===== src/rtl/ctrl_decode_pipe.sv =====
// RV32I/M instruction decoder with a registered ID/EX control bundle, valid/ready
// handshake, load-use stall and flush. Define CTRL_ILLEGAL_TRAP_EN to pass illegal ops downstream.
module ctrl_decode_pipe #(
  parameter int unsigned XLEN     = 32,
  parameter bit          RV32M_EN = 1'b0,
  parameter int unsigned CNT_W    = 16
) (
  input  logic             clk,
  input  logic             rst_n,
  input  logic             if_valid,
  output logic             if_ready,
  input  logic [31:0]      instr,
  input  logic             flush,
  input  logic             ex_ready,
  output logic             ex_valid,
  output logic             ex_reg_wr,
  output logic             ex_mem_rd,
  output logic             ex_mem_wr,
  output logic [1:0]       ex_wb_ctrl,
  output logic [1:0]       ex_alu_s1,
  output logic             ex_alu_s2,
  output logic [4:0]       ex_alu_op,
  output logic             ex_is_branch,
  output logic             ex_is_jump,
  output logic [2:0]       ex_branch_ctrl,
  output logic [2:0]       ex_mem_ctrl,
  output logic [4:0]       ex_rd,
  output logic [4:0]       ex_rs1,
  output logic [4:0]       ex_rs2,
  output logic [XLEN-1:0]  ex_imm,
  output logic             ex_illegal,
  output logic [CNT_W-1:0] stall_count
);

  localparam logic [6:0] OP_R      = 7'b0110011;
  localparam logic [6:0] OP_I      = 7'b0010011;
  localparam logic [6:0] OP_LOAD   = 7'b0000011;
  localparam logic [6:0] OP_STORE  = 7'b0100011;
  localparam logic [6:0] OP_BRANCH = 7'b1100011;
  localparam logic [6:0] OP_LUI    = 7'b0110111;
  localparam logic [6:0] OP_AUIPC  = 7'b0010111;
  localparam logic [6:0] OP_JAL    = 7'b1101111;
  localparam logic [6:0] OP_JALR   = 7'b1100111;

  logic [2:0]  w_f3;
  logic [6:0]  w_f7;
  logic [4:0]  w_rd, w_rs1, w_rs2;
  logic        w_reg_wr, w_mem_rd, w_mem_wr, w_alu_s2, w_is_branch, w_is_jump, w_ill;
  logic [1:0]  w_wb, w_alu_s1;
  logic [4:0]  w_alu_op;
  logic [2:0]  w_branch_ctrl, w_mem_ctrl;
  logic        w_rs1_used, w_rs2_used;
  logic [31:0] w_imm32;
  logic        w_hazard, w_accept, w_load;

  logic             r_valid, r_reg_wr, r_mem_rd, r_mem_wr, r_alu_s2, r_is_branch, r_is_jump;
  logic [1:0]       r_wb, r_alu_s1;
  logic [4:0]       r_alu_op, r_rd, r_rs1, r_rs2;
  logic [2:0]       r_branch_ctrl, r_mem_ctrl;
  logic [XLEN-1:0]  r_imm;
  logic [CNT_W-1:0] r_stall;

  assign w_f3  = instr[14:12];
  assign w_f7  = instr[31:25];
  assign w_rd  = instr[11:7];
  assign w_rs1 = instr[19:15];
  assign w_rs2 = instr[24:20];

  // NOTE: every decode output gets a default first so no path through the case infers a latch.
  always_comb begin
    w_reg_wr      = 1'b0;
    w_mem_rd      = 1'b0;
    w_mem_wr      = 1'b0;
    w_wb          = 2'b00;
    w_alu_s1      = 2'b01;
    w_alu_s2      = 1'b0;
    w_alu_op      = 5'b00000;
    w_is_branch   = 1'b0;
    w_is_jump     = 1'b0;
    w_branch_ctrl = 3'b000;
    w_mem_ctrl    = 3'b000;
    w_ill         = 1'b0;
    w_rs1_used    = 1'b1;
    w_rs2_used    = 1'b0;
    w_imm32       = 32'h0;
    unique case (instr[6:0])
      OP_R: begin
        w_reg_wr   = 1'b1;
        w_alu_s2   = 1'b1;
        w_wb       = 2'b01;
        w_rs2_used = 1'b1;
        if (w_f7 == 7'b0000001) begin
          if (RV32M_EN) w_alu_op = {2'b10, w_f3};
          else          w_ill    = 1'b1;
        end else if (w_f7 == 7'b0100000 && (w_f3 == 3'b000 || w_f3 == 3'b101)) begin
          w_alu_op = {2'b01, w_f3};
        end else if (w_f7 == 7'b0000000) begin
          w_alu_op = {2'b00, w_f3};
        end else begin
          w_ill = 1'b1;
        end
      end
      OP_I: begin
        w_reg_wr = 1'b1;
        w_wb     = 2'b01;
        w_imm32  = {{20{instr[31]}}, instr[31:20]};
        w_alu_op = {2'b00, w_f3};
        // Shift-immediates carry a funct7 in the immediate field; only SRAI may set bit 5.
        if (w_f3 == 3'b001 && w_f7 != 7'b0000000) w_ill = 1'b1;
        if (w_f3 == 3'b101) begin
          if (w_f7 == 7'b0100000)      w_alu_op = {2'b01, w_f3};
          else if (w_f7 != 7'b0000000) w_ill    = 1'b1;
        end
      end
      OP_LOAD: begin
        w_reg_wr = 1'b1;
        w_mem_rd = 1'b1;
        w_imm32  = {{20{instr[31]}}, instr[31:20]};
        case (w_f3)
          3'b000:  w_mem_ctrl = 3'b000;
          3'b001:  w_mem_ctrl = 3'b001;
          3'b010:  w_mem_ctrl = 3'b010;
          3'b100:  w_mem_ctrl = 3'b011;
          3'b101:  w_mem_ctrl = 3'b100;
          default: w_ill      = 1'b1;
        endcase
      end
      OP_STORE: begin
        w_mem_wr   = 1'b1;
        w_rs2_used = 1'b1;
        w_imm32    = {{20{instr[31]}}, instr[31:25], instr[11:7]};
        case (w_f3)
          3'b000:  w_mem_ctrl = 3'b101;
          3'b001:  w_mem_ctrl = 3'b110;
          3'b010:  w_mem_ctrl = 3'b111;
          default: w_ill      = 1'b1;
        endcase
      end
      OP_BRANCH: begin
        w_is_branch   = 1'b1;
        w_alu_s2      = 1'b1;
        w_alu_op      = 5'b01000;
        w_branch_ctrl = w_f3;
        w_rs2_used    = 1'b1;
        w_imm32       = {{19{instr[31]}}, instr[31], instr[7], instr[30:25], instr[11:8], 1'b0};
        if (w_f3 == 3'b010 || w_f3 == 3'b011) w_ill = 1'b1;
      end
      OP_LUI, OP_AUIPC: begin
        w_reg_wr   = 1'b1;
        w_wb       = 2'b01;
        w_alu_s1   = (instr[6:0] == OP_LUI) ? 2'b10 : 2'b00;
        w_rs1_used = 1'b0;
        w_imm32    = {instr[31:12], 12'h000};
      end
      OP_JAL: begin
        w_reg_wr   = 1'b1;
        w_is_jump  = 1'b1;
        w_wb       = 2'b10;
        w_alu_s1   = 2'b00;
        w_rs1_used = 1'b0;
        w_imm32    = {{11{instr[31]}}, instr[31], instr[19:12], instr[20], instr[30:21], 1'b0};
      end
      OP_JALR: begin
        w_reg_wr  = 1'b1;
        w_is_jump = 1'b1;
        w_wb      = 2'b10;
        w_imm32   = {{20{instr[31]}}, instr[31:20]};
      end
      default: begin
        w_ill      = 1'b1;
        w_rs1_used = 1'b0;
      end
    endcase
    if (w_ill) begin
      w_reg_wr    = 1'b0;
      w_mem_rd    = 1'b0;
      w_mem_wr    = 1'b0;
      w_is_branch = 1'b0;
      w_is_jump   = 1'b0;
    end
  end

  assign w_hazard = r_valid & r_mem_rd & (r_rd != 5'd0) &
                    (((r_rd == w_rs1) & w_rs1_used) | ((r_rd == w_rs2) & w_rs2_used));
  assign if_ready = flush | (~w_hazard & (~r_valid | ex_ready));
  assign w_accept = if_valid & if_ready & ~flush;

`ifdef CTRL_ILLEGAL_TRAP_EN
  logic r_illegal;
  assign w_load     = w_accept;
  assign ex_illegal = r_illegal & r_valid;
  always_ff @(posedge clk or negedge rst_n) begin
    if (!rst_n)      r_illegal <= 1'b0;
    else if (w_load) r_illegal <= w_ill;
  end
`else
  assign w_load     = w_accept & ~w_ill;
  assign ex_illegal = 1'b0;
`endif

  // NOTE: state updates use non-blocking assignments so every register samples pre-edge values.
  always_ff @(posedge clk or negedge rst_n) begin
    if (!rst_n) begin
      r_valid       <= 1'b0;
      r_reg_wr      <= 1'b0;
      r_mem_rd      <= 1'b0;
      r_mem_wr      <= 1'b0;
      r_wb          <= 2'b00;
      r_alu_s1      <= 2'b00;
      r_alu_s2      <= 1'b0;
      r_alu_op      <= 5'd0;
      r_is_branch   <= 1'b0;
      r_is_jump     <= 1'b0;
      r_branch_ctrl <= 3'd0;
      r_mem_ctrl    <= 3'd0;
      r_rd          <= 5'd0;
      r_rs1         <= 5'd0;
      r_rs2         <= 5'd0;
      r_imm         <= '0;
    end else if (flush) begin
      r_valid <= 1'b0;
    end else if (w_accept) begin
      // An illegal op without trap support is consumed but leaves a bubble.
      r_valid <= w_load;
      if (w_load) begin
        r_reg_wr      <= w_reg_wr;
        r_mem_rd      <= w_mem_rd;
        r_mem_wr      <= w_mem_wr;
        r_wb          <= w_wb;
        r_alu_s1      <= w_alu_s1;
        r_alu_s2      <= w_alu_s2;
        r_alu_op      <= w_alu_op;
        r_is_branch   <= w_is_branch;
        r_is_jump     <= w_is_jump;
        r_branch_ctrl <= w_branch_ctrl;
        r_mem_ctrl    <= w_mem_ctrl;
        r_rd          <= w_rd;
        r_rs1         <= w_rs1;
        r_rs2         <= w_rs2;
        r_imm         <= XLEN'($signed(w_imm32));
      end
    end else if (ex_ready) begin
      r_valid <= 1'b0;
    end
  end

  always_ff @(posedge clk or negedge rst_n) begin
    if (!rst_n)
      r_stall <= '0;
    else if (w_hazard && !flush && r_stall != '1)
      r_stall <= r_stall + CNT_W'(1);
  end

  assign ex_valid       = r_valid;
  assign ex_reg_wr      = r_reg_wr & r_valid;
  assign ex_mem_rd      = r_mem_rd & r_valid;
  assign ex_mem_wr      = r_mem_wr & r_valid;
  assign ex_is_branch   = r_is_branch & r_valid;
  assign ex_is_jump     = r_is_jump & r_valid;
  assign ex_wb_ctrl     = r_wb;
  assign ex_alu_s1      = r_alu_s1;
  assign ex_alu_s2      = r_alu_s2;
  assign ex_alu_op      = r_alu_op;
  assign ex_branch_ctrl = r_branch_ctrl;
  assign ex_mem_ctrl    = r_mem_ctrl;
  assign ex_rd          = r_rd;
  assign ex_rs1         = r_rs1;
  assign ex_rs2         = r_rs2;
  assign ex_imm         = r_imm;
  assign stall_count    = r_stall;

endmodule

===== config.mk =====
export PLATFORM = sky130hd
export DESIGN_NAME = ctrl_decode_pipe
export DESIGN_NICKNAME = d
export VERILOG_FILES = /design/src/rtl/ctrl_decode_pipe.sv
export SDC_FILE = /design/constraint.sdc
export NUM_CORES = 1
export LEC_CHECK = 0
export CAP_MARGIN = 30
export CORE_MARGIN = 10
export CORE_UTILIZATION = 45
export CTS_BUF_LIST = sky130_fd_sc_hd__clkbuf_8
export DETAILED_ROUTE_END_ITERATION = 12
export GPL_TIMING_DRIVEN = 0
export MAX_ROUTING_LAYER = met4
export PLACE_DENSITY = 0.76
export REMOVE_ABC_BUFFERS = 1
export SYNTH_ARGS = -nofsm -noshare
export SYNTH_HDL_FRONTEND = slang
export SYNTH_SLANG_ARGS = --single-unit

===== constraint.sdc =====
create_clock -name clk -period 2.6 [get_ports clk]
set_input_delay 0.52 -clock clk [delete_from_list [all_inputs] [get_ports clk]]
set_output_delay 0.52 -clock clk [all_outputs]
set_load 0.005 [all_outputs]

---- Word level (Yosys, flattened, before mapping) ----
Cells that the tools add are included.
operators by class
  reduce and logical (&&, ||, !) cells .... 24
  equal/unequal tests ..................... 19
  add/subtract/negate cells ............... 1
  bitwise operators ....................... 20
  muxes and demuxes ....................... 41
operator list
  cell                   number
  $pmux 32 s5            1
  $eq 7x6->1 const B     4
  $mux 1                 26
  $eq 7x7->1 const B     3
  $add 16x1->16 const B  1
  $mux 4                 4
  $ne 16x16->1 const B   1
  $eq 7x5->1 const B     2
  $and 1x1->1            13
  $pmux 3 s4             1
  $pmux 4 s3             1
  $eq 5x5->1             2
  $pmux 3 s3             1
  $reduce_or 3->1        3
  $pmux 2 s2             2
  $reduce_or 4->1        2
  $eq 7x1->1 const B     1
  $eq 7x2->1 const B     1
  $logic_not 7->1        1
  $reduce_bool 7->1      1
  $reduce_or 7->1        1
  $eq 3x2->1 const B     2
  $eq 3x3->1 const B     2
  $mux 3                 2
  other kinds (16)       27
storage, ports and cells
  register bits after elaboration ......... 85
  input bits .............................. 37
  word-level logic and storage cells ...... 122
  output and inout bits ................... 87

---- Longest topological paths before layout ----
Gate-level depths: netlist (run 1).
  depth after elaboration ................. 14
  mapped depth ............................ 10
  depth with buffers taken out ............ 6

---- Worst setup path after synthesis (run 1) ----
OpenSTA, ideal clock, no wires.
  path kind ............................... input to register
  start point ............................. input instr[31]
  end point ............................... register r_alu_op[0], in the netlist ex_alu_op[0]
  library setup time ...................... 0.125 ns
  path buffers ............................ 2
  arrival time ............................ 2.528 ns
  required time ........................... 2.475 ns
  cell stages on the path ................. 8
  setup slack ............................. -0.053 ns
  path through ............................ or3_1 or4_4 o2111ai_2 and4_4 and3_4 buf_8 buf_12 mux2_4
between the ends
  longest elaborated chain between the ends .. 10
  elaborated cells between the ends (all ways) .. 21
  classes of those cells .................. eq/ne (2); mux (12); bitwise (2); reduce/logical (5)
ends and longest elaborated chain
  element                            RTL line  text
  from (decl)                        12        input logic [31:0] instr,
  $reduce_bool 7->1                  109, 112
  $logic_and 1x1->1                  109       if (w_f3 == 3'b001 && w_f7 != 7'b0000000) w_ill = 1'b1;
  $mux 1                             109
  $mux 1                             112       else if (w_f7 != 7'b0000000) w_ill = 1'b1;
  $mux 1                             111       if (w_f7 == 7'b0100000) w_alu_op = {2'b01, w_f3};
  $mux 1                             110       if (w_f3 == 3'b101) begin
  $pmux 1 s6                         86        unique case (instr[6:0])
  $not 1->1                          197       assign w_load = w_accept & ~w_ill;
  $and 1x1->1                        197
  $reduce_and 3->1 (no source line)  -
  to (signal assigned)               232       r_alu_op <= w_alu_op;
  to (decl)                          58        logic [4:0] r_alu_op, r_rd, r_rs1, r_rs2;
Several ways; a longest one is shown, not always the timed one.
A chain may end at the register's enable or synchronous reset.

---- Worst setup path after layout (run 1) ----
  start point ............................. input instr[26]
  end point ............................... register r_wb[1], in the netlist ex_wb_ctrl[1]
between the ends
  longest elaborated chain between the ends .. 10
  elaborated cells between the ends (all ways) .. 17
  classes of those cells .................. eq/ne (2); mux (8); bitwise (2); reduce/logical (5)
ends and longest elaborated chain
  element                                RTL line  text
  $reduce_bool 7->1                      109, 112
  $logic_and 1x1->1                      109
  $mux 1                                 109
  $mux 1                                 112
  $mux 1                                 111
  $mux 1                                 110
  $pmux 1 s6 (*)                         86
  $not 1->1 (*)                          197
  $and 1x1->1 (*)                        197
  $reduce_and 3->1 (no source line) (*)  -
  to (signal assigned)                   229       r_wb <= w_wb;
  to (decl)                              57        logic [1:0] r_wb, r_alu_s1;
Mark *: on every way between the ends. The rest lies on a longest branch, timed or not.

==> results.txt, run 1 <==
The run finished with clean final reports. The highest achievable clock rate was 389 MHz; the all-layer global routing usage was 18.4%. Biggest cell delay along the critical path: 0.60 ns. The fraction of the yosys area taken by sequential cells is 47.8%, and the internal power is 0.00245 W. STA classifies the critical path endpoint as a flop.

Traced cell by cell, the critical path runs through clkdlybuf4s50_1 > or4_4 > o2111ai_2 > and4_4 > and3_4 > buf_12 > mux2_4. In the layout the commonest cells are sky130_fd_sc_hd__clkdlybuf4s50_1 (100), sky130_fd_sc_hd__dfrtp_1 (81), sky130_fd_sc_hd__inv_1 (42), sky130_fd_sc_hd__mux2i_1 (35). Clock tree synthesis found a total of 84 sinks.

The post-route netlist has 17.3% of its cells at a drive strength greater than 1. After synthesis, the largest family of logic cells by area is multiplexers. In this run the number of H-tree levels came out at 3.

The first global-routing pass estimated 20.5 mm of wire. Of all flip-flops after synthesis, the portion carrying an async set or reset was 100%. The root buffer cell chosen for the clock tree is sky130_fd_sc_hd__clkbuf_8. The run gives 0 as the total of max-cap violations. The most used flip-flop cell after synthesis is sky130_fd_sc_hd__dfrtp_1. The time the worst path needs with I/O delays and setup is 2.57 ns.

The run gives 0 as the count of hold buffers inserted by post-cts repair. The count of buffers added on input and output ports is 121. Setup violations remaining at the end of the flow were counted as 0. The CTS buffer count came out at 9.

Setup total negative slack on the finished layout was measured at 0 ns. Between clock sinks in the finished design, the worst skew comes to 0.00903 ns. The worst hold path belongs to the class in2async. The maximum buffer depth of the clock tree was 2; the count of buffer and inverter cells on the critical path was 2. In this run the worst path has a maximum fanout of 7. In this run the register-to-register setup slack is 0.07 ns.

The reported net switching power was 0.000926 W. In this run the remaining antenna-violating nets after routing total 0. The width of the chip came out at 119 µm.

The worst flop-to-flop path endpoint is ex_wb_ctrl[1]$_DFFE_PN0P_. For the worst setup path, the data arrival time is 2.81 ns. Broken down by cell family, the worst path's largest delay share belongs to simple AND/OR/NAND/NOR gates. For the final number of max-transition violations, the log shows 0. In this run, the clock network consumes 24.7% of the power. The xor/xnor cell area share of the yosys netlist was 4.78%.

Synthesis produced a netlist whose cell count is 399. The worst register-to-register path begins at ex_rd[4]$_DFFE_PN0P_. The tools report the number of fillers in the final layout as 832. The number of synthesized flops with an enable pin was 0; the latest clock arrival within the worst-skew pair was 0.35 ns. The count of vias placed by the detailed router was 3502; the number of distinct library cells after synthesis was 58. After clock tree synthesis, the clock-pin slew on the worst setup and hold paths is 0.08 ns. The final wirelength was 12.7 mm; the static leakage power was 2.59 nW.

The count of unresolved DRC violations after routing was 0; the flip-flop and latch count after synthesis was 84. The mean instance size in the synthesized netlist came out at 11.0 µm². The largest individual stage delay along the critical path comes from the cell sky130_fd_sc_hd__or4_4. After layout, the worst path uses 98.8% of the clock period. The detailed router's first-iteration violation count is 137, and the area share of fa/ha/maj cells after synthesis is 0.284%. The number of antenna cells inserted is 0, and the cell area after technology mapping is 4400 µm². TritonCTS built the clock tree. Die footprint: 14100 µm². The worst-case IR drop observed on VDD is 0.395 mV. For this run, the post-layout net count is 572.

The total half-perimeter wirelength after legalization and detailed placement is 8.99 mm, and the fraction of synthesized area in multiplexers is 17.6%. The congestion estimate from routability-driven global placement came to 0.838. The compound-cell area share of the yosys netlist works out to 9.15%. The setup path with the least slack is of type in2reg. The effective utilization at floorplan was 45.7%; the count of warnings emitted by yosys was 0. The transition time at the pin with the least slew margin came out at 0.927 ns. The fraction of power spent switching nets is 27.4%, and the initial antenna violation count is 0. In this run, the combinational gates consume 26.4% of the power. In this run the tightest slew margin relative to its limit is 38.1%. The area share of and/or/nand/nor cells after synthesis is 13.4%, and the largest net degree at the start of global routing is 53. The die is 119 µm tall. The power density relative to cell area came out at 558 nW/µm².

Sequential cells burn 48.9% of the power. The tightest hold path in the finished design has a slack of 0.0996 ns. The tools report the kind of start point of the critical path as a primary input. The mean number of vias per cell is 5.22. After global routing the overflow that remains totals 0. In the final routed layout, each cell accounts on average for 19.0 µm.

The total count of hold-check failures in the final report is 0, and the depth of the worst register-to-register path is 8. Data on the critical path is required at its endpoint by 2.85 ns. Most common cell after layout, fill and taps aside: sky130_fd_sc_hd__clkdlybuf4s50_1.

Number of rows in the core area: 36. The via count of the first global-routing pass was 3745; the core box area was 9640 µm². The pre-antenna-repair detailed-routing pass consisted of 4 iterations.

During I/O placement, the number of pins put on the boundary was 124. The area growth from synthesis to final layout came out at 37.5%.
[state kept, by name, indices dropped and copies added (netlist names), 2 cells and up]
signal	flops
ex_imm	32
stall_count	16
ex_rd	5
ex_rs1	5
ex_rs2	5
ex_alu_op	4
ex_branch_ctrl	3
ex_mem_ctrl	3
ex_alu_s1	2
ex_wb_ctrl	2
[worst max path at each step]
stage	depth (start not counted)	end	from
floorplan	6	ex_mem_ctrl[0]$_DFFE_PN0P_	instr[31]
global route	8	r_reg_wr$_DFFE_PN0P_	instr[5]
global placement	1	stall_count[1]$_DFFE_PN0P_	rst_n
CTS	7	stall_count[1]$_DFFE_PN0P_	instr[4]
detailed placement	7	if_ready	instr[3]
finish	7	ex_wb_ctrl[1]$_DFFE_PN0P_	instr[26]
[synth_stat cells, drive strengths merged (3+ instances only)]
cell,n,area (µm²)
o22ai,3,18.8
and3,10,67.6
xor2,5,43.8
clkbuf,6,22.5
mux2i,35,350
inv,40,150
a21o,4,37.5
xnor2,19,166
a31oi,4,25.0
nor3,6,30.0
or4,3,26.3
nand3,10,62.6
nor2,9,33.8
nand2,26,97.6
a21oi,25,125
and2,8,50.1
nand2b,5,31.3
a22o,6,52.6
nor2b,5,31.3
dfrtp,84,2100
nand4,11,68.8
buf,13,135
mux2,33,424
[area by class of cell]
| cell class | instances | area, µm² | share of cell area, % |
|---|---|---|---|
| clock buffers | 11 | 151 | 2.50 |
| clock inverters | 4 | 17.5 | 0.289 |
| inverters | 40 | 150 | 2.48 |
| multi-input cells | 260 | 2090 | 34.5 |
| flip-flops and latches | 84 | 2110 | 34.8 |
| well taps | 133 | 166 | 2.75 |
| repair buffers | 139 | 1380 | 22.7 |
[kinds of logic after synthesis]
group           after synthesis
compound gates               58
other cells                   1
fa+ha+maj                     1
xor+xnor                     24
buf+inv                      59
flops                        84
mux                          68
simple gates                104
[per-stage QoR]
stage	std cells	instance area, µm²	setup slack, ns	total power, W	util [%]
after global placement	635	5630	-2.04	0.00252	58.4
after floorplan	381	4250	-0.390	0.00192	-
final	671	6050	0.0323	0.00338	62.8
after detailed placement	636	5650	-1.52	0.00256	58.6
after CTS	667	6020	-0.0403	0.00342	62.4
after global routing	671	6050	-0.00893	0.00358	62.8
[routing by layer]
| layer | vias to the layer above | wire length [µm] | global-route usage, % |
|---|---|---|---|
| met5 | - | 0 | - |
| met2 | 109 | 6390 | 29.9 |
| met4 | 0 | 311 | 6.95 |
| li1 | 1661 | - | - |
| met3 | 24 | 771 | 5.15 |
| met1 | 1708 | 5270 | 21.4 |
[what timing repair did]
item / 4_1_cts / 5_1_grt
setup buffers: 13 / 4
cloned: 3 / 0
pin swaps: 10 / 6
gates resized for setup: 48 / 18
setup endpoints to repair: 85 / 51
[power by group through the flow]
| stage | registers [W] | logic [W] | clock network (W) |
|---|---|---|---|
| after floorplan | 0.00167 | 0.000247 | 0 |
| after global placement | 0.00166 | 0.000865 | 0 |
| after detailed placement | 0.00167 | 0.000887 | 0 |
| after CTS | 0.00165 | 0.000904 | 0.000869 |
| after global routing | 0.00168 | 0.000984 | 0.000922 |
| final | 0.00165 | 0.000890 | 0.000833 |
Power figures use the tool's default switching activity.
==> run 2: changes to the inputs <==
--- a/config.mk
+++ b/config.mk
@@ -5,15 +5,15 @@
 export SDC_FILE = /design/constraint.sdc
 export NUM_CORES = 1
 export LEC_CHECK = 0
+export ABC_CLOCK_PERIOD_IN_PS = 2600
 export CAP_MARGIN = 30
 export CORE_MARGIN = 10
 export CORE_UTILIZATION = 45
 export CTS_BUF_LIST = sky130_fd_sc_hd__clkbuf_8
 export DETAILED_ROUTE_END_ITERATION = 12
+export DONT_BUFFER_PORTS = 1
 export GPL_TIMING_DRIVEN = 0
 export MAX_ROUTING_LAYER = met4
-export PLACE_DENSITY = 0.76
-export REMOVE_ABC_BUFFERS = 1
 export SYNTH_ARGS = -nofsm -noshare
 export SYNTH_HDL_FRONTEND = slang
 export SYNTH_SLANG_ARGS = --single-unit
==> results.txt, run 2 (same netlist as run 1, synthesis figures left out) <==
Data on the critical path is required at its endpoint by 2.84 ns. The number of buffers inserted by port buffering works out to 0. The worst setup path is of the in2reg kind.

After detailed routing, the number of vias per cell comes to 5.49. The highest achievable clock rate was 396 MHz; the transition time at the pin with the least slew margin was 0.818 ns. Leaving out fill and tap cells, the most frequent cells in the layout are sky130_fd_sc_hd__dfrtp_1 (82), sky130_fd_sc_hd__inv_1 (43), sky130_fd_sc_hd__mux2i_1 (35), sky130_fd_sc_hd__nand2_1 (26), sky130_fd_sc_hd__a21oi_1 (25). For this design, the slowest cell found on the critical path is sky130_fd_sc_hd__a2111oi_0.

TritonCTS built the clock tree. From synthesis to final layout, the design area changed by 10.2%. The tree is rooted in a sky130_fd_sc_hd__clkbuf_8.

Initial antenna violation count: 0. The signal on the critical path passes through clkbuf_1 > a211o_1 > a2111oi_0 > and4_4 > and3_4 > buf_8 > buf_12 > mux2_4. The worst clock skew is 0.0128 ns. After legalization and detailed placement, the total HPWL measured 8.72 mm. In the routed design, unresolved DRC markers number 0.

The final cycle utilization of the critical path works out to 97.2%. The number of flip-flops under the largest register name was 32. The flow ran to the end, and the final reports show no timing, DRC or antenna violations. The run gives 0 as the total count of hold-check failures in the final report.

On the worst path, the slowest cell contributes a delay of 0.55 ns. In this run the critical register-to-register path is launched from ex_rd[0]$_DFFE_PN0P_. After layout, the design draws a total of 0.00305 W. The post-detailed-route count of antenna-violating nets came out at 0.

The final layout contains 451 nets. Pin placement for this block handled 124 I/O pins. Counting cells, the worst reg-to-reg path comes to 8.

Setup violations remaining at the end of the flow were counted as 0. Summed over all layers, the global routing overflow is 0. Width of the chip: 119 µm.

Worst flop-to-flop path endpoint: ex_rd[1]$_DFFE_PN0P_. Setup repair after global routing could not meet its margin everywhere. The worst hold path belongs to the class in2async. In this run, the number of DRC markers left after iteration 0 of detailed routing was 113. The logs give 0.900 for the weighted congestion at the end of routability-driven global placement and 9 for the CTS buffer count.

Die footprint: 14100 µm². For this design the ratio of total power to cell area is 630 nW/µm². For the number of detailed-routing iterations run before antenna repair, the log shows 4. The logs give 4850 µm² for the design area and 551 for the count of placed standard cells in the final layout, fillers left out. The clock-pin slew reported for the worst setup and hold paths after clock tree synthesis was 0.08 ns. For the via count of the first global-routing pass, the log shows 3084. The logs give 0 for the number of antenna cells inserted and 0.13 ns for the internal reg-to-reg setup slack.

The tools report the first-pass GRT wire length as 17.9 mm. Row generation in the floorplan step produced 36 rows. For the maximum buffer depth of the clock tree, the log shows 2. Summing all placed instances gives a cell area of 4570 µm². Largest fanout of any net on the critical path: 10. For this design the static power due to leakage is 2.10 nW. The routed design could run at a clock period as short as 2.53 ns. The logs give 11.5 mm for the final wirelength and 84 for the total number of clock tree sinks. Cells with a size suffix above 1 make up 17.5% of the layout. The effective utilization at floorplan is 45.7%, and the total of max-cap violations is 0. Across every metal layer, demand over resource in global routing totals 16.5%. The worst-case IR drop observed on VDD is 0.328 mV. In this run, placement finished with an instance count of 533. The final route contains 3027 vias. The core box area is 9640 µm², and the largest net degree at the start of global routing is 85. The final number of max-transition violations was 0; the worst-case headroom to the max-slew limit was 45.1%. The H-tree depth reported by CTS is 3, and the die span in y is 119 µm. Once layout is complete, the utilization of the core stands at 50.3%. The endpoint kind of the worst setup timing path was a flop.

Data on the critical path arrives at its endpoint at 2.76 ns. The worst setup path is launched from a primary input. The library cell used most frequently in the layout, excluding fill and tap cells, is sky130_fd_sc_hd__dfrtp_1.

Dividing the detail-routed wire length by the instance count gives 20.8 µm. The latest clock arrival within the worst-skew pair came out at 0.36 ns.
-- run 2: final cells by class --
type / count / area (µm²)
Fill cell: 904 / 4790
Sequential cell: 84 / 2100
Multi-Input combinational cell: 257 / 2010
Tap cell: 133 / 166
Buffer: 18 / 154
Inverter: 40 / 150
Clock buffer: 9 / 124
Clock inverter: 7 / 85.1
Timing Repair Buffer: 3 / 55.1
-- run 2: worst max-delay path: cells and delay by family --
kind	cells	cell delay [ns]
AO/OA/AOI/OAI	2	0.87
buffers and inverters	3	0.50
multiplexers	1	0.30
AND/OR/NAND/NOR	2	0.56
-- run 2: repair_timing --
item,in CTS,in global routing
endpoints found under the setup margin,11,16
resized for setup,2,5
endpoints found under the hold margin,84,0
pin swaps,0,3
setup buffers,0,2
hold buffers,1,0
-- run 2: power breakdown --
part           switching, W  total, W  internal (W)
sequential         0.000207   0.00172       0.00151
clock              0.000461  0.000992      0.000531
combinational      0.000171  0.000341      0.000170
total              0.000838   0.00305       0.00222
-- run 2: stage by stage --
stage	hold slack (ns)	setup TNS (ns)	worst slack (ns)
after floorplan	0.224	-0.528	-0.0395
after global placement	0.228	-11.58	-0.512
after detailed placement	0.228	-13.86	-0.526
after CTS	0.0722	0	0.00800
after global routing	0.0550	-0.0370	-0.0217
final	0.0300	0	0.0741
-- run 2: routing by layer --
metal | vias up | share of wire, % | GRT usage, %
li1 | 1416 | - | -
met1 | 1506 | 42 | 19.5
met2 | 93 | 48 | 25.0
met3 | 12 | 9.2 | 6.52
met4 | 0 | 1.3 | 6.26
met5 | - | 0 | -
-- run 2: worst max-delay path by stage --
| stage | from | endpoint | slack (ns) | depth (start not counted) |
|---|---|---|---|---|
| floorplan | instr[31] | ex_alu_op[0]$_DFFE_PN0P_ | -0.04 | 8 |
| global placement | instr[3] | ex_imm[24]$_DFFE_PN0P_ | -0.51 | 9 |
| detailed placement | instr[3] | ex_imm[24]$_DFFE_PN0P_ | -0.53 | 9 |
| CTS | ex_rd[1]$_DFFE_PN0P_ | if_ready | 0.008 | 4 |
| global route | instr[2] | stall_count[8]$_DFFE_PN0P_ | -0.02 | 9 |
| finish | instr[3] | r_is_branch$_DFFE_PN0P_ | 0.07 | 8 |
==> run 3: changes to the inputs <==
--- a/config.mk
+++ b/config.mk
@@ -7,7 +7,6 @@
 export LEC_CHECK = 0
 export ABC_CLOCK_PERIOD_IN_PS = 2600
 export CAP_MARGIN = 30
-export CORE_MARGIN = 10
 export CORE_UTILIZATION = 45
 export CTS_BUF_LIST = sky130_fd_sc_hd__clkbuf_8
 export DETAILED_ROUTE_END_ITERATION = 12
==> constraint.sdc (replaced) <==
create_clock -name clk -period 2.6 [get_ports clk]
set_input_delay 0.26 -clock clk [delete_from_list [all_inputs] [get_ports clk]]
set_output_delay 0.26 -clock clk [all_outputs]
set_load 0.005 [all_outputs]
==> results.txt, run 3 (same netlist as run 1, synthesis figures left out) <==
The count of vias placed by the detailed router was 3050; the final routed wire length divided by cell count was 19.7 µm. The critical path in this run is classified as reg2reg. The critical path's slowest cell is sky130_fd_sc_hd__dfrtp_1.

Power density relative to cell area: 625 nW/µm². For this run the aggregate overflow at the end of global routing stands at 0. The library cell used most frequently in the layout, excluding fill and tap cells, is sky130_fd_sc_hd__dfrtp_1. The count of unresolved DRC violations after routing came out at 0. In this run the worst hold path is classified as in2reg. In the final timing run, aggregate negative setup slack is 0 ns. Category of cells accounting for the largest share of critical-path delay: compound AO/OA/AOI/OAI gates.

After clock tree synthesis, the setup repair step added 0 buffers. Total half-perimeter wirelength after legalization and detailed placement: 7.75 mm. Subtracting the final worst setup slack from the clock period gives 2.54 ns.

Total of max-cap violations: 0. The run finished with clean final reports. STA classifies the critical path startpoint as a flop.

The repair_antennas step left the layout with diodes totalling 0. The setup check on the worst reg-to-reg path leaves a slack of 0.06 ns. The static leakage power is 2.07 nW. The die is 101 µm tall. The required time reported for the critical path endpoint is 2.85 ns. The top cell types in the final layout, fill and taps aside, are sky130_fd_sc_hd__dfrtp_1 (83), sky130_fd_sc_hd__inv_1 (41), sky130_fd_sc_hd__mux2i_1 (35), sky130_fd_sc_hd__nand2_1 (26), sky130_fd_sc_hd__a21oi_1 (25). Tracing the worst setup path back leads to its startpoint at ex_rd[0]$_DFFE_PN0P_. The total count of hold-check failures in the final report is 0.

The clock reaches the later pin of the worst-skew pair after 0.36 ns. Walking the worst path, the cells encountered are xor2_1 > a2111oi_0 > nand4_1 > a21o_4 > and3_4 > buf_8 > buf_12 > mux2_4. Static timing analysis puts the maximum clock frequency at 394 MHz. For the core box area, the log shows 9370 µm². The area growth from synthesis to final layout works out to 9.47%.

Counting the buffers created by CTS gives 9. Summed over all layers, the routed wires come to 10.8 mm. The startpoint identified for the worst register-to-register timing path is ex_rd[0]$_DFFE_PN0P_. The first global-routing pass estimated 16.9 mm of wire. The via count of the first global-routing pass was 3095; the die footprint was 10200 µm². The layout cell share with drive strength beyond 1 is 16.5%, and the post-layout utilization of the core is 51.4%.

For the largest net degree at the start of global routing, the log shows 85. For this design the top-level I/O count stands at 124. The initial antenna violation count was 0. TritonCTS built the clock tree.

Clock-pin slew was measured on the worst setup and hold paths at 0.10 ns. The depth of the worst register-to-register path is 8, and the biggest cell delay along the critical path is 0.47 ns. In this run the horizontal extent of the chip is 101 µm. Of the available clock period, the critical path in the final layout requires 97.6%.

The run gives 897 as the number of fillers in the final layout. Final number of max-transition violations: 0. The count of buffers added on input and output ports is 0. Cell chosen for the clock root: sky130_fd_sc_hd__clkbuf_8. In the final design database the tool counted 451 nets.

The critical path arrival was 2.79 ns. End point of the critical path: ex_imm[2]$_DFFE_PN0P_. CTS built an H-tree with a depth of 3. The run gives 2 as the maximum buffer depth of the clock tree.

The tools report the number of detailed-routing iterations run before antenna repair as 4. The startpoint identified for the worst hold timing path is instr[18]. The detailed router's first-iteration violation count was 110; the worst clock skew was 0.0110 ns. Of all nets on the critical path, the largest fanout is 10. The register with the most flip-flops in the layout has 32 of them. Setup violations remaining at the end of the flow were counted as 0. The critical path crosses 8 cells after its start point.

The logs give 45.0% for the worst-case headroom to the max-slew limit and 0.854 for the weighted congestion at the end of routability-driven global placement. After layout, the design draws a total of 0.00301 W. In the global route stage, overall resource usage came out at 22.8%.

The clock drives 84 sinks. For this configuration, the core starts out at a cell density of 47.0%. The mean number of vias per cell was 5.58. Endpoint kind of the worst setup timing path: a flop. Across the VDD grid, the largest voltage drop is 0.292 mV. At the pin with the least slew margin, the transition time is 0.818 ns. In this run the critical register-to-register path is captured at ex_imm[2]$_DFFE_PN0P_. The count of buffer and inverter cells on the critical path is 2, and the number of rows in the core area is 35.

Post-detailed-route count of antenna-violating nets: 0.
run 3: how the worst min path moves through the flow:
stage / endpoint / slack [ns] / depth (start not counted)
finish: ex_rs1[3]$_DFFE_PN0P_ / 0.03 / 1
global route: ex_imm[6]$_DFFE_PN0P_ / 0.01 / 2
CTS: ex_imm[5]$_DFFE_PN0P_ / 0.02 / 2
detailed placement: ex_alu_op[2]$_DFFE_PN0P_ / -0.03 / 0
global placement: ex_alu_op[1]$_DFFE_PN0P_ / -0.03 / 0
floorplan: ex_alu_op[0]$_DFFE_PN0P_ / -0.04 / 0
run 3: area by class of cell:
| type | instances | area, µm² | area share (%) |
|---|---|---|---|
| clock inverter | 7 | 76.3 | 1.58 |
| sequential | 84 | 2100 | 43.7 |
| timing repair buffer | 2 | 37.5 | 0.779 |
| clock buffer | 9 | 124 | 2.57 |
| inverter | 40 | 150 | 3.12 |
| tap | 129 | 161 | 3.35 |
| multi-input combinational | 257 | 2010 | 41.6 |
| buffer | 19 | 160 | 3.32 |
run 3: layer usage:
layer / GRT usage [%] / vias to the layer above / wire length, µm
li1: - / 1417 / -
met1: 29.6 / 1513 / 4740
met2: 35.0 / 112 / 5080
met3: 7.21 / 8 / 836
met4: 5.35 / 0 / 99
met5: - / - / 0
run 3: metrics by stage:
step	std cells	hold WS [ns]	setup slack [ns]	cell area (µm²)
after floorplan	400	-0.0356	0.207	4410
after global placement	529	-0.0331	-0.187	4570
after detailed placement	529	-0.0326	-0.185	4570
after CTS	547	0.0188	0.0795	4800
after global routing	547	0.0105	-0.0547	4820
final	547	0.0307	0.0621	4820
run 3: what timing repair did:
item | 4_1_cts | 5_1_grt
gates resized for setup | 0 | 4
hold endpoints to repair | 84 | 0
setup endpoints to repair | 0 | 13
hold buffers | 2 | 0
run 3: where the power goes:
part           total [W]  switching [W]  internal [W]
registers        0.00171       0.000193       0.00151
clock network   0.000966       0.000516      0.000451
logic           0.000340       0.000170      0.000170
total            0.00301       0.000878       0.00213
